File: src/rtl/tc0480scp_rom_fetch.sv
// Tile-ROM fetch stage for the TC0480SCP BG port: services toggle-handshake 64-bit row
// requests from a direct-mapped line cache and refills misses with a 4-beat x16 SDRAM burst.
module tc0480scp_rom_fetch #(
  parameter logic [25:0] BASE_ADDR = 26'h0,
  parameter int          IDX_BITS  = 2
) (
  input  logic        clk,
  input  logic        reset,
  input  logic        flush,
  input  logic [21:0] rom_address,
  input  logic        rom_req,
  output logic        rom_ack,
  output logic [63:0] rom_data,
  output logic [25:0] sdr_addr,
  output logic        sdr_req,
  input  logic        sdr_gnt,
  input  logic        sdr_valid,
  input  logic [15:0] sdr_data
);

  localparam int ENTRIES = 1 << IDX_BITS;
  localparam int TAG_W   = 19 - IDX_BITS;

  typedef enum logic [2:0] {IDLE, LOOKUP, ISSUE, BEAT, DONE} state_t;

  state_t state, state_next;

  logic [18:0]          addr_r;
  logic [1:0]           cnt;
  logic                 flush_seen;
  logic [ENTRIES-1:0]   valid;
  logic [63:0]          line_mem [ENTRIES];
  logic [TAG_W-1:0]     tag_mem  [ENTRIES];

  logic [IDX_BITS-1:0]  idx;
  logic [TAG_W-1:0]     tag;
  logic [25:0]          burst_addr;
  logic                 hit;
  logic                 last_beat;
  logic                 install;
  logic                 unused_low_bits;

  assign unused_low_bits = ^rom_address[2:0];

  assign idx        = addr_r[IDX_BITS-1:0];
  assign tag        = addr_r[18:IDX_BITS];
  assign burst_addr = BASE_ADDR + {4'b0, addr_r, 3'b0};
  // A flush arriving during the lookup must not let a stale line through.
  assign hit        = valid[idx] && (tag_mem[idx] == tag) && !flush;
  assign last_beat  = (state == BEAT) && sdr_valid && (cnt == 2'd3);
  assign install    = last_beat && !flush_seen;

  always_ff @(posedge clk) begin
    if (reset) state <= IDLE;
    else       state <= state_next;
  end

  always_comb begin
    state_next = state;
    case (state)
      IDLE:    if (rom_req != rom_ack) state_next = LOOKUP;
      LOOKUP:  state_next = hit ? DONE : ISSUE;
      ISSUE:   if (sdr_gnt) state_next = BEAT;
      BEAT:    if (last_beat) state_next = DONE;
      DONE:    state_next = IDLE;
      default: state_next = IDLE;
    endcase
  end

  always_ff @(posedge clk) begin
    if (reset) begin
      rom_ack    <= 1'b0;
      rom_data   <= '0;
      sdr_req    <= 1'b0;
      sdr_addr   <= '0;
      valid      <= '0;
      flush_seen <= 1'b0;
      cnt        <= '0;
    end else begin
      case (state)
        IDLE:   flush_seen <= 1'b0;
        LOOKUP: begin
          if (hit) begin
            rom_data <= line_mem[idx];
          end else begin
            sdr_addr <= burst_addr;
            sdr_req  <= 1'b1;
          end
        end
        ISSUE: begin
          if (sdr_gnt) begin
            sdr_req <= 1'b0;
            cnt     <= '0;
          end
        end
        BEAT: begin
          if (sdr_valid) begin
            rom_data[{cnt, 4'b0} +: 16] <= sdr_data;
            cnt <= cnt + 2'd1;
          end
        end
        DONE:    rom_ack <= rom_req;
        default: ;
      endcase
      // A fetch overlapping a flush still answers the client but never lands in the cache.
      if (flush && (state == ISSUE || state == BEAT)) flush_seen <= 1'b1;
      if (flush)        valid      <= '0;
      else if (install) valid[idx] <= 1'b1;
    end
  end

  always_ff @(posedge clk) begin
    if (state == IDLE && rom_req != rom_ack) addr_r <= rom_address[21:3];
    if (last_beat) begin
      line_mem[idx] <= {sdr_data, rom_data[47:0]};
      tag_mem[idx]  <= tag;
    end
  end

endmodule
File: config.mk
export PLATFORM = sky130hd
export DESIGN_NAME = tc0480scp_rom_fetch
export DESIGN_NICKNAME = d
export VERILOG_FILES = /design/src/rtl/tc0480scp_rom_fetch.sv
export SDC_FILE = /design/constraint.sdc
export NUM_CORES = 1
export LEC_CHECK = 0
export ABC_AREA = 1
export BUFFER_PORTS_ARGS = -buffer_cell sky130_fd_sc_hd__buf_2
export CAP_MARGIN = 20
export CORE_ASPECT_RATIO = 0.7
export CORE_MARGIN = 2
export CORE_UTILIZATION = 59
export CTS_BUF_LIST = sky130_fd_sc_hd__clkbuf_4 sky130_fd_sc_hd__clkbuf_8
export CTS_CLUSTER_SIZE = 14
export DETAILED_ROUTE_END_ITERATION = 10
export PLACE_DENSITY = 0.78
export SLEW_MARGIN = 25
export SYNTH_ARGS = -nofsm -noshare
export SYNTH_HDL_FRONTEND = slang
export SYNTH_SLANG_ARGS = --single-unit
File: constraint.sdc
create_clock -name clk -period 23.6 [get_ports clk]
set_clock_uncertainty 0.1 [all_clocks]
set_input_delay 2.36 -clock clk [delete_from_list [all_inputs] [get_ports clk]]
set_output_delay 2.36 -clock clk [all_outputs]
set_load 0.005 [all_outputs]
==> impl_metrics.yaml, run 1 <==
detailed_routing:
  drt-initial-drc-count: 1468
  drt.antenna.violating_nets: 0
  viasPerCell: 5.92
  vias: 12800
  drc: 0
  first_pass_iters: 5
  wl_per_cell_um: 20.1
  wl_mm: 43.4
final_layout:
  final_cell_mix: "edfxtp_1 (343), nand2_1 (316), a21oi_1 (185)"
  nets: 1741
  syn_to_final_growth_pct: 11.8
  layout_commonest_cell: "edfxtp_1"
  stdcell_area_mm2: 0.0200
  fin_cells: 2160
  fin_util_pct: 66.8
  drive_gt1_share_pct: 15.9
die:
  core_mm2: 0.0299
  die-area_mm2: 0.0317
  die_w_um: 212
  num_rows: 53
  io-pin-count: 136
  initial_core_util_pct: 59.7
  die_h_um: 150
setup_path:
  cp.arrival_ns: 5.72
  max_stage_delay_ns: 0.86
  r2r_end: "rom_data[57]"
  ff2ff_path_depth: 16
  path_max_fanout: 88
  cp_slowest_cell: "buf_4"
  worstPathRequired_ns: 24.03
  cp-end-kind: "flop"
  reg2reg_slack_ns: 18.31
  path_common_cell: "nand2_1"
  cp-start-kind: "flop"
  cp_cell_sequence: "inv_4 -> buf_4 -> nand2_1 -> nand3_1 -> nand2_1 -> nand2_1 -> nand2_1 -> nor2_1 -> nand2_1 -> nor2_1 -> nand4_1 -> nand2_4 -> buf_4 -> nand3b_1 -> nand2_1 -> nor2_1"
  path_class: "reg -> reg"
pwr:
  p_per_area_mw_per_mm2: 109
  ir_drop_v: 0.0000634
  total_leakage_power_nw: 7.48
cts:
  numCtsBuffers: 61
  cts_max_path_buffers: 3
  path_clk_slew_ns: 0.06
  worstSkewPairLatency_ns: 0.66
  htree_levels: 2
  ctsResizeCount: 0
  cts_tree: "done"
  cts.sinks: 440
  clockRootBuffer: "clkbuf_8"
  cts-hold-fix-buffers: 0
  cts_setup_buffers: 0
timing:
  worst_pin_slew_ns: 0.995
  setup_ws_ns: 18.31
  setup_tns_ns: 0
  finalSetupViolations: 0
  drv_slew: 0
  rsz0062_at_grt: "false"
  final_hold_viol_count: 0
  timing.fmax_mhz: 189
  min_period_ns: 5.29
  relSlewSlack_pct: 33.7
  post-route-period-util_pct: 22.4
hold_path:
  min_to: "valid[0]"
  worstHoldPathCells: 2
  hold_class: "reg -> reg"
  min_from: "valid[0]"
synth:
  synth_area_mm2: 0.0179
  ys_seq_elements: 440
  synth_top_area_cell: "edfxtp_1"
  synth_cell_type_count: 35
  syn_inst: 1595
  synthFlopType: "edfxtp_1"
  synth_area_leaders: "edfxtp_1 (58%), dfxtp_1 (11%), nand2_1 (6.7%), a21oi_1 (5.2%), nor2_1 (3.5%)"
  synth-edff-count: 343
  synth_top_area_share_pct: 57.6
  ys_async_sr_fraction_pct: 0
  yosysWarningCount: 0
  synth-seq-area-share_pct: 68.5
  syn_avg_cell_area_um2: 11.2
placement:
  hpwl_mm: 24.1
  numPlacedInstances: 2041
  place.gp.congestion: 0.779
  port_buffers: 125
  pre_cts_ws_ns: 18.46
  placed_cell_area_mm2: 0.0186
grt:
  grt_pass1_wl_mm: 67.6
  grt_usage_pct: 27.8
  grt_max_degree: 104
  grt_pass1_vias: 12300
  antenna_found_initial: 7
  grt_overflow_total: 0
status:
  status: "finished clean"
flow_run:
  cap_violations: 0
==> cell type report <==
cell class                 instances  area [um^2]
multi-input combinational       1003         4920
clock buffer                     109         1260
fill                            2203         9920
timing repair buffer             143          764
clock inverter                     7          104
antenna                            3         7.51
tap                              412          515
inverter                          43          164
sequential                       440        12200
==> per-stage QoR <==
stage          hold slack (ns)  total power (W)
2_1_floorplan            0.331          0.00139
3_3_place_gp             0.343          0.00153
3_5_place_dp             0.353          0.00155
4_1_cts                  0.362          0.00218
5_1_grt                  0.388          0.00230
6_report                 0.359          0.00219
==> worst max path at each step <==
stage	start	endpoint	slack [ns]
final	flop	rom_data[57]	18.31
after global routing	flop	rom_data[47]	17.86
after CTS	flop	rom_data[44]	18.43
after detailed placement	flop	rom_data[45]	18.46
after global placement	flop	rom_data[57]	18.58
after floorplan	sdr_valid	line_mem[2][0]	14.88
==> where the power goes <==
group	total (W)	switching, W	internal (W)
sequential	0.000954	0.0000627	0.000891
clock	0.000640	0.000285	0.000355
combinational	0.000592	0.000384	0.000207
==> cell usage after synthesis (2+ instances only) <==
cell and instances:
edfxtp_1 343, nand2_1 318, a21oi_1 185, nor2_1 165, dfxtp_1 97, o21ai_0 97, nand3_1 72, clkbuf_1 60
nand3b_1 44, inv_1 37, a221o_1 32, buf_2 19, o31ai_1 19, a221oi_1 16, o22ai_1 16, buf_6 13
buf_1 12, buf_4 9, nor3_1 7, a31oi_1 5, ha_1 5, xor2_1 4, clkinv_1 3, nand4_1 3
inv_2 2, nand2_2 2, nor3_2 2
==> cell families after synthesis <==
logic type,count (synthesis),synth area share (%)
buffers and inverters,158,4.27
XOR/XNOR,5,0.245
AO/OA/AOI/OAI,371,12.0
other,1,0.0210
adder cells (fa/ha/maj),5,0.350
AND/OR/NAND/NOR,615,14.6
flip-flops,440,68.5
==> critical path, delay by kind of cell, from the launching register on <==
| kind | cells | cell delay (ns) |
|---|---|---|
| flops | 1 | 0.54 |
| simple gates | 13 | 2.14 |
| buf+inv | 3 | 2.20 |
==> sequential cells by signal, indices dropped and copies added (netlist names), 2 cells and up, named ones only <==
signal / count
valid: 4
tag_mem: 68
state: 3
addr_r: 19
sdr_addr: 19
rom_data: 64
line_mem: 256
cnt: 2
==> routing by layer <==
metal | share of wire (%) | GRT usage [%] | wire length, um | vias up
met5 | 0.051 | 0 | 22 | -
met4 | 2.6 | 9.89 | 1140 | 4
met3 | 11 | 7.16 | 4790 | 94
met2 | 45 | 42.1 | 19500 | 681
met1 | 41 | 39.4 | 17900 | 6120
li1 | - | - | - | 5896
Note: power is estimated with default switching activity, not from simulation.
==> run 2, diff against run 1 <==
--- a/config.mk
+++ b/config.mk
@@ -5,12 +5,12 @@
 export SDC_FILE = /design/constraint.sdc
 export NUM_CORES = 1
 export LEC_CHECK = 0
-export ABC_AREA = 1
+export ABC_AREA = 0
 export BUFFER_PORTS_ARGS = -buffer_cell sky130_fd_sc_hd__buf_2
 export CAP_MARGIN = 20
 export CORE_ASPECT_RATIO = 0.7
 export CORE_MARGIN = 2
-export CORE_UTILIZATION = 59
+export CORE_UTILIZATION = 56
 export CTS_BUF_LIST = sky130_fd_sc_hd__clkbuf_4 sky130_fd_sc_hd__clkbuf_8
 export CTS_CLUSTER_SIZE = 14
 export DETAILED_ROUTE_END_ITERATION = 10
==> constraint.sdc (replaced) <==
create_clock -name clk -period 4.3 [get_ports clk]
set_clock_uncertainty 0.1 [all_clocks]
set_input_delay 0.43 -clock clk [delete_from_list [all_inputs] [get_ports clk]]
set_output_delay 0.43 -clock clk [all_outputs]
set_load 0.005 [all_outputs]
==> run 2 against run 1 <==
Critical path depth shrank 7; synthesized cell count is 41% lower; clock power rose to 5.2 times the previous value; sequential share of layout area decreased by 0.053 points; via count decreased by 26%; core utilization is 2.0 points lower.
==> impl_metrics.yaml, run 2 <==
placement:
  hpwl_mm: 21.6
  pre_cts_ws_ns: 0.759
  place.gp.congestion: 0.724
  port_buffers: 125
cts:
  numCtsBuffers: 66
  htree_levels: 3
  worstSkewPairLatency_ns: 0.59
  cts_setup_buffers: 0
  cts.sinks: 440
  cts_tree: "done"
  cts_max_path_buffers: 3
  path_clk_slew_ns: 0.06
  clockRootBuffer: "clkbuf_8"
timing:
  min_period_ns: 3.53
  setup_tns_ns: 0
  drv_slew: 0
  relSlewSlack_pct: 36.6
  final_hold_viol_count: 0
  finalSetupViolations: 0
  post-route-period-util_pct: 82.1
  hold-worst-slack_ns: 0.0588
  setup_ws_ns: 0.771
  rsz0062_at_grt: "false"
  worst_pin_slew_ns: 0.950
  timing.fmax_mhz: 283
synth:
  synthFlopType: "edfxtp_1"
  synth_common_cells: "edfxtp_1 (343), dfxtp_1 (97), mux4_2 (74), a22oi_1 (65)"
  synth_area_mm2: 0.0174
  synth_top_area_share_pct: 59.1
  synth-edff-count: 343
  ys_seq_elements: 440
  yosysWarningCount: 0
  syn_inst: 944
  synth_cell_type_count: 39
  synth_area_leaders: "edfxtp_1 (59%), dfxtp_1 (11%), mux4_2 (9.6%), a211oi_2 (4.3%), a21oi_2 (3.0%)"
  syn_avg_cell_area_um2: 18.5
  synth_top_area_cell: "edfxtp_1"
  synth-seq-area-share_pct: 70.2
  synthMostInstantiatedCell: "edfxtp_1"
  ys_async_sr_fraction_pct: 0
die:
  initial_core_util_pct: 56.5
  die_w_um: 215
  io-pin-count: 136
  die-area_mm2: 0.0326
  core_mm2: 0.0309
  die_h_um: 152
  num_rows: 54
final_layout:
  multiInputGateArea_mm2: 0.00473
  nets: 1173
  num_antenna_cells: 0
  largest_reg_flops: 256
  syn_to_final_growth_pct: 14.8
  n_fill_cell: 2134
  largestRegisters: "line_mem x256, tag_mem x68, rom_data x64"
  final_cell_mix: "edfxtp_1 (343), buf_2 (124), dfxtp_1 (95)"
  layout_commonest_cell: "edfxtp_1"
  drive_gt1_share_pct: 41.1
  regArea_mm2: 0.0122
  top_register: "line_mem"
setup_path:
  path_class: "reg -> reg"
  path_max_fanout: 30
  cp-end-kind: "flop"
  ff2ff_path_depth: 9
  cp-start-kind: "flop"
  worstPathRequired_ns: 4.62
  cp.arrival_ns: 3.85
flow_run:
  cap_violations: 0
grt:
  grt_pass1_vias: 9461
  grt_usage_pct: 23.1
  antenna_found_initial: 0
  grt_pass1_wl_mm: 56.2
  grt_overflow_total: 0
  grt_max_degree: 96
hold_path:
  worstHoldPathCells: 3
  hold_class: "in -> reg"
detailed_routing:
  first_pass_iters: 5
  wl_per_cell_um: 23.3
  drc: 0
  vias: 9481
  wl_mm: 37.2
  drt.antenna.violating_nets: 0
  viasPerCell: 5.94
  drt-initial-drc-count: 993
status:
  status: "finished clean"
pwr:
  total_leakage_power_nw: 6.65
  ir_drop_v: 0.000266
  p_per_area_mw_per_mm2: 435
## run 2: cell count changes after synthesis, sizes merged, moves of 65 or more
cell,change
a21oi,-114
mux4,+80
nand2,-306
nor2,-139
o21ai,-92
a22oi,+65
## run 2: layout make-up
class | count | area share, %
clock inverter | 13 | 0.388
multi-input combinational | 430 | 23.6
tap | 420 | 2.63
inverter | 6 | 0.113
timing repair buffer | 180 | 5.83
sequential | 440 | 61.2
clock buffer | 107 | 6.17
## run 2: final timing paths
kind | slack (ns) | to | start
hold / removal | 0.06 | rom_ack | rom_req
setup / recovery | 0.77 | rom_data[48] | flop
hold reg to reg | 0.39 | sdr_req | sdr_req
setup reg to reg | 0.77 | rom_data[48] | flop
## run 2: where the power goes
part	switching [W]	total [W]	internal, W	leakage (nW)
combinational	0.000331	0.000636	0.000305	2.34
clock	0.00152	0.00335	0.00183	0.704
sequential	0.000103	0.00472	0.00462	3.61
total	0.00196	0.00871	0.00675	6.65
## run 2: kinds of logic after synthesis
family | synth area share (%)
flops | 70.2
compound gates | 11.1
mux | 11.8
simple gates | 2.39
buf+inv | 3.12
xor+xnor | 1.00
fa+ha+maj | 0.359
other cells | 0.0215
## run 2: what timing repair did
item / CTS / global route
setup endpoints to repair: 0 / 0
gates resized for setup: 0 / 0
hold endpoints to repair: 22 / 0
hold buffers: 20 / 0
## run 2: layer usage
| metal | GRT usage [%] | wire [um] | vias to the layer above |
|---|---|---|---|
| met5 | 0 | 0 | - |
| met4 | 7.88 | 773 | 0 |
| met3 | 5.51 | 2950 | 52 |
| met2 | 34.6 | 16900 | 362 |
| met1 | 33.7 | 16500 | 4891 |
| li1 | - | - | 4176 |
## run 2: metrics by stage
stage / util (%) / area (um^2) / std cells / power (W)
after floorplan: - / 17500 / 950 / 0.00525
after global placement: 59.9 / 18500 / 1456 / 0.00542
after detailed placement: 59.9 / 18500 / 1456 / 0.00543
after CTS: 64.8 / 20000 / 1596 / 0.00877
after global routing: 64.8 / 20000 / 1596 / 0.00899
final: 64.8 / 20000 / 1596 / 0.00871
## run 2: critical path, cell delays in order (launching register included)
cell      delay (ns)
dfxtp_4         0.75
mux4_1          0.66
xnor2_1         0.22
nand4_1         0.14
nor3_2          0.40
a31o_4          0.41
buf_4           0.23
and2_1          0.16
buf_4           0.21
a211oi_2        0.09
==> run 3, diff against run 2 <==
--- a/config.mk
+++ b/config.mk
@@ -10,11 +10,11 @@
 export CAP_MARGIN = 20
 export CORE_ASPECT_RATIO = 0.7
 export CORE_MARGIN = 2
-export CORE_UTILIZATION = 56
+export CORE_UTILIZATION = 59
 export CTS_BUF_LIST = sky130_fd_sc_hd__clkbuf_4 sky130_fd_sc_hd__clkbuf_8
 export CTS_CLUSTER_SIZE = 14
 export DETAILED_ROUTE_END_ITERATION = 10
-export PLACE_DENSITY = 0.78
+export PLACE_DENSITY = 0.79
 export SLEW_MARGIN = 25
 export SYNTH_ARGS = -nofsm -noshare
 export SYNTH_HDL_FRONTEND = slang
==> constraint.sdc (replaced) <==
create_clock -name clk -period 3.5 [get_ports clk]
set_clock_uncertainty 0.1 [all_clocks]
set_input_delay 0.35 -clock clk [delete_from_list [all_inputs] [get_ports clk]]
set_output_delay 0.35 -clock clk [all_outputs]
set_load 0.005 [all_outputs]
==> run 3 against run 2 <==
Power grew 25%; combinational power up 32%; highest routed layer unchanged; setup slack worse by 0.56 ns; largest cell class unchanged; hold slack got worse by 0.0070 ns; sequential power increased by 22%; largest power group unchanged; first-iteration DRC count down 7.9%; fmax up 7.2%.
==> impl_metrics.yaml, run 3 (synthesized netlist as in run 2, its figures left out) <==
cts:
  cts_setup_buffers: 0
  numCtsBuffers: 61
  cts.sinks: 440
  worstSkewPairLatency_ns: 0.63
  cts_max_path_buffers: 3
  cts_tree: "done"
  htree_levels: 2
  path_clk_slew_ns: 0.07
  clockRootBuffer: "clkbuf_8"
grt:
  antenna_found_initial: 0
  grt_pass1_wl_mm: 58.5
  grt_usage_pct: 25.2
  grt_pass1_vias: 9939
  grt_max_degree: 72
  grt_overflow_total: 0
setup_path:
  path_class: "reg -> reg"
  cp_cell_sequence: "buf_4 -> buf_4 -> mux4_2 -> xnor2_1 -> nand3_1 -> nor2_1 -> a31o_4 -> buf_4 -> a21oi_2 -> a211oi_2"
  max_stage_delay_ns: 0.53
  r2r_end: "rom_data[34]"
  cp.arrival_ns: 3.74
  reg2reg_slack_ns: 0.21
  cp_num_cells: 10
  cp_num_buf_inv: 3
  worstPathRequired_ns: 3.95
  cp-end-kind: "flop"
  cp_top_family: "compound AO/OA/AOI/OAI gates"
  cp_slowest_cell: "dfxtp_4"
  cp-start-kind: "flop"
  path_max_fanout: 16
  ff2ff_path_depth: 10
  path_common_cell: "buf_4"
flow_run:
  cap_violations: 0
final_layout:
  num_antenna_cells: 0
  syn_to_final_growth_pct: 15.7
  top_register: "line_mem"
  final_cell_mix: "edfxtp_1 (343), buf_2 (124), dfxtp_1 (95)"
  drive_gt1_share_pct: 40.8
  largest_reg_flops: 256
  layout_commonest_cell: "edfxtp_1"
  nets: 1187
  largestRegisters: "line_mem x256, tag_mem x68, rom_data x64"
detailed_routing:
  drt-initial-drc-count: 915
  drc: 0
  drt.antenna.violating_nets: 0
  viasPerCell: 6.08
  vias: 9528
  first_pass_iters: 5
  wl_mm: 38.2
  wl_per_cell_um: 24.4
status:
  status: "finished clean"
hold_path:
  worstHoldPathCells: 1
  hold_class: "in -> reg"
  min_from: "sdr_data[7]"
  min_to: "line_mem[2][55]"
die:
  core_mm2: 0.0290
  die-area_mm2: 0.0310
  initial_core_util_pct: 60.2
  io-pin-count: 136
  num_rows: 52
  die_h_um: 148
  die_w_um: 209
timing:
  setup_tns_ns: 0
  drv_slew: 0
  final_hold_viol_count: 0
  relSlewSlack_pct: 34.8
  min_period_ns: 3.29
  post-route-period-util_pct: 94.1
  hold-worst-slack_ns: 0.0518
  rsz0062_at_grt: "false"
  finalSetupViolations: 0
  worst_pin_slew_ns: 0.978
  timing.fmax_mhz: 304
placement:
  hpwl_mm: 22.8
  place.gp.congestion: 0.751
  port_buffers: 125
pwr:
  ir_drop_v: 0.000317
  p_per_area_mw_per_mm2: 539
  total_leakage_power_nw: 6.76
-- run 3: changes by cell type in the layout (fill, tap and decap cells not counted), sizes merged --
cell	change
clkinvlp	-1
inv	-2
dlygate4sd3	+10
buf	+9
clkinv	+8
bufinv	+4
clkbuf	-14
-- run 3: worst max-delay path by stage --
stage,to
4_1_cts,rom_data[33]
3_3_place_gp,rom_data[35]
6_report,rom_data[34]
3_5_place_dp,rom_data[33]
5_1_grt,rom_data[59]
2_1_floorplan,line_mem[0][0]
-- run 3: what timing repair did --
item	in CTS	in global routing
endpoints found under the hold margin	51	0
resized for setup	0	1
endpoints found under the setup margin	0	2
hold buffers	30	0
-- run 3: final cells by class --
class                   count  area, um^2
clock buffers              93        1140
clock inverters            22         211
fillers                  1821        8780
inverters                   6        22.5
multi-input cells         430        4750
flip-flops and latches    440       12200
well taps                 378         473
repair buffers            199        1340
-- run 3: report_power, final --
part           internal, W  switching, W
logic             0.000395      0.000445
clock network      0.00237       0.00189
registers          0.00567      0.000106
total              0.00844       0.00244
-- run 3: through the flow --
step	cells	area (um^2)	total power, W	utilization (%)	setup WS [ns]
6_report	1568	20200	0.0109	69.7	0.208
3_5_place_dp	1423	18500	0.00670	64.0	0.213
4_1_cts	1568	20200	0.0109	69.7	0.212
3_3_place_gp	1423	18500	0.00668	64.0	0.264
5_1_grt	1568	20200	0.0112	69.7	0.0399
2_1_floorplan	950	17500	0.00645	-	0.0384
-- run 3: routing by layer --
metal	vias to the layer above	global-route usage, %	part of all wire (%)
li1	4207	-	-
met1	4885	36.2	43
met2	382	39.0	47
met3	54	6.12	8.6
met4	0	7.32	1.7
met5	-	0	0
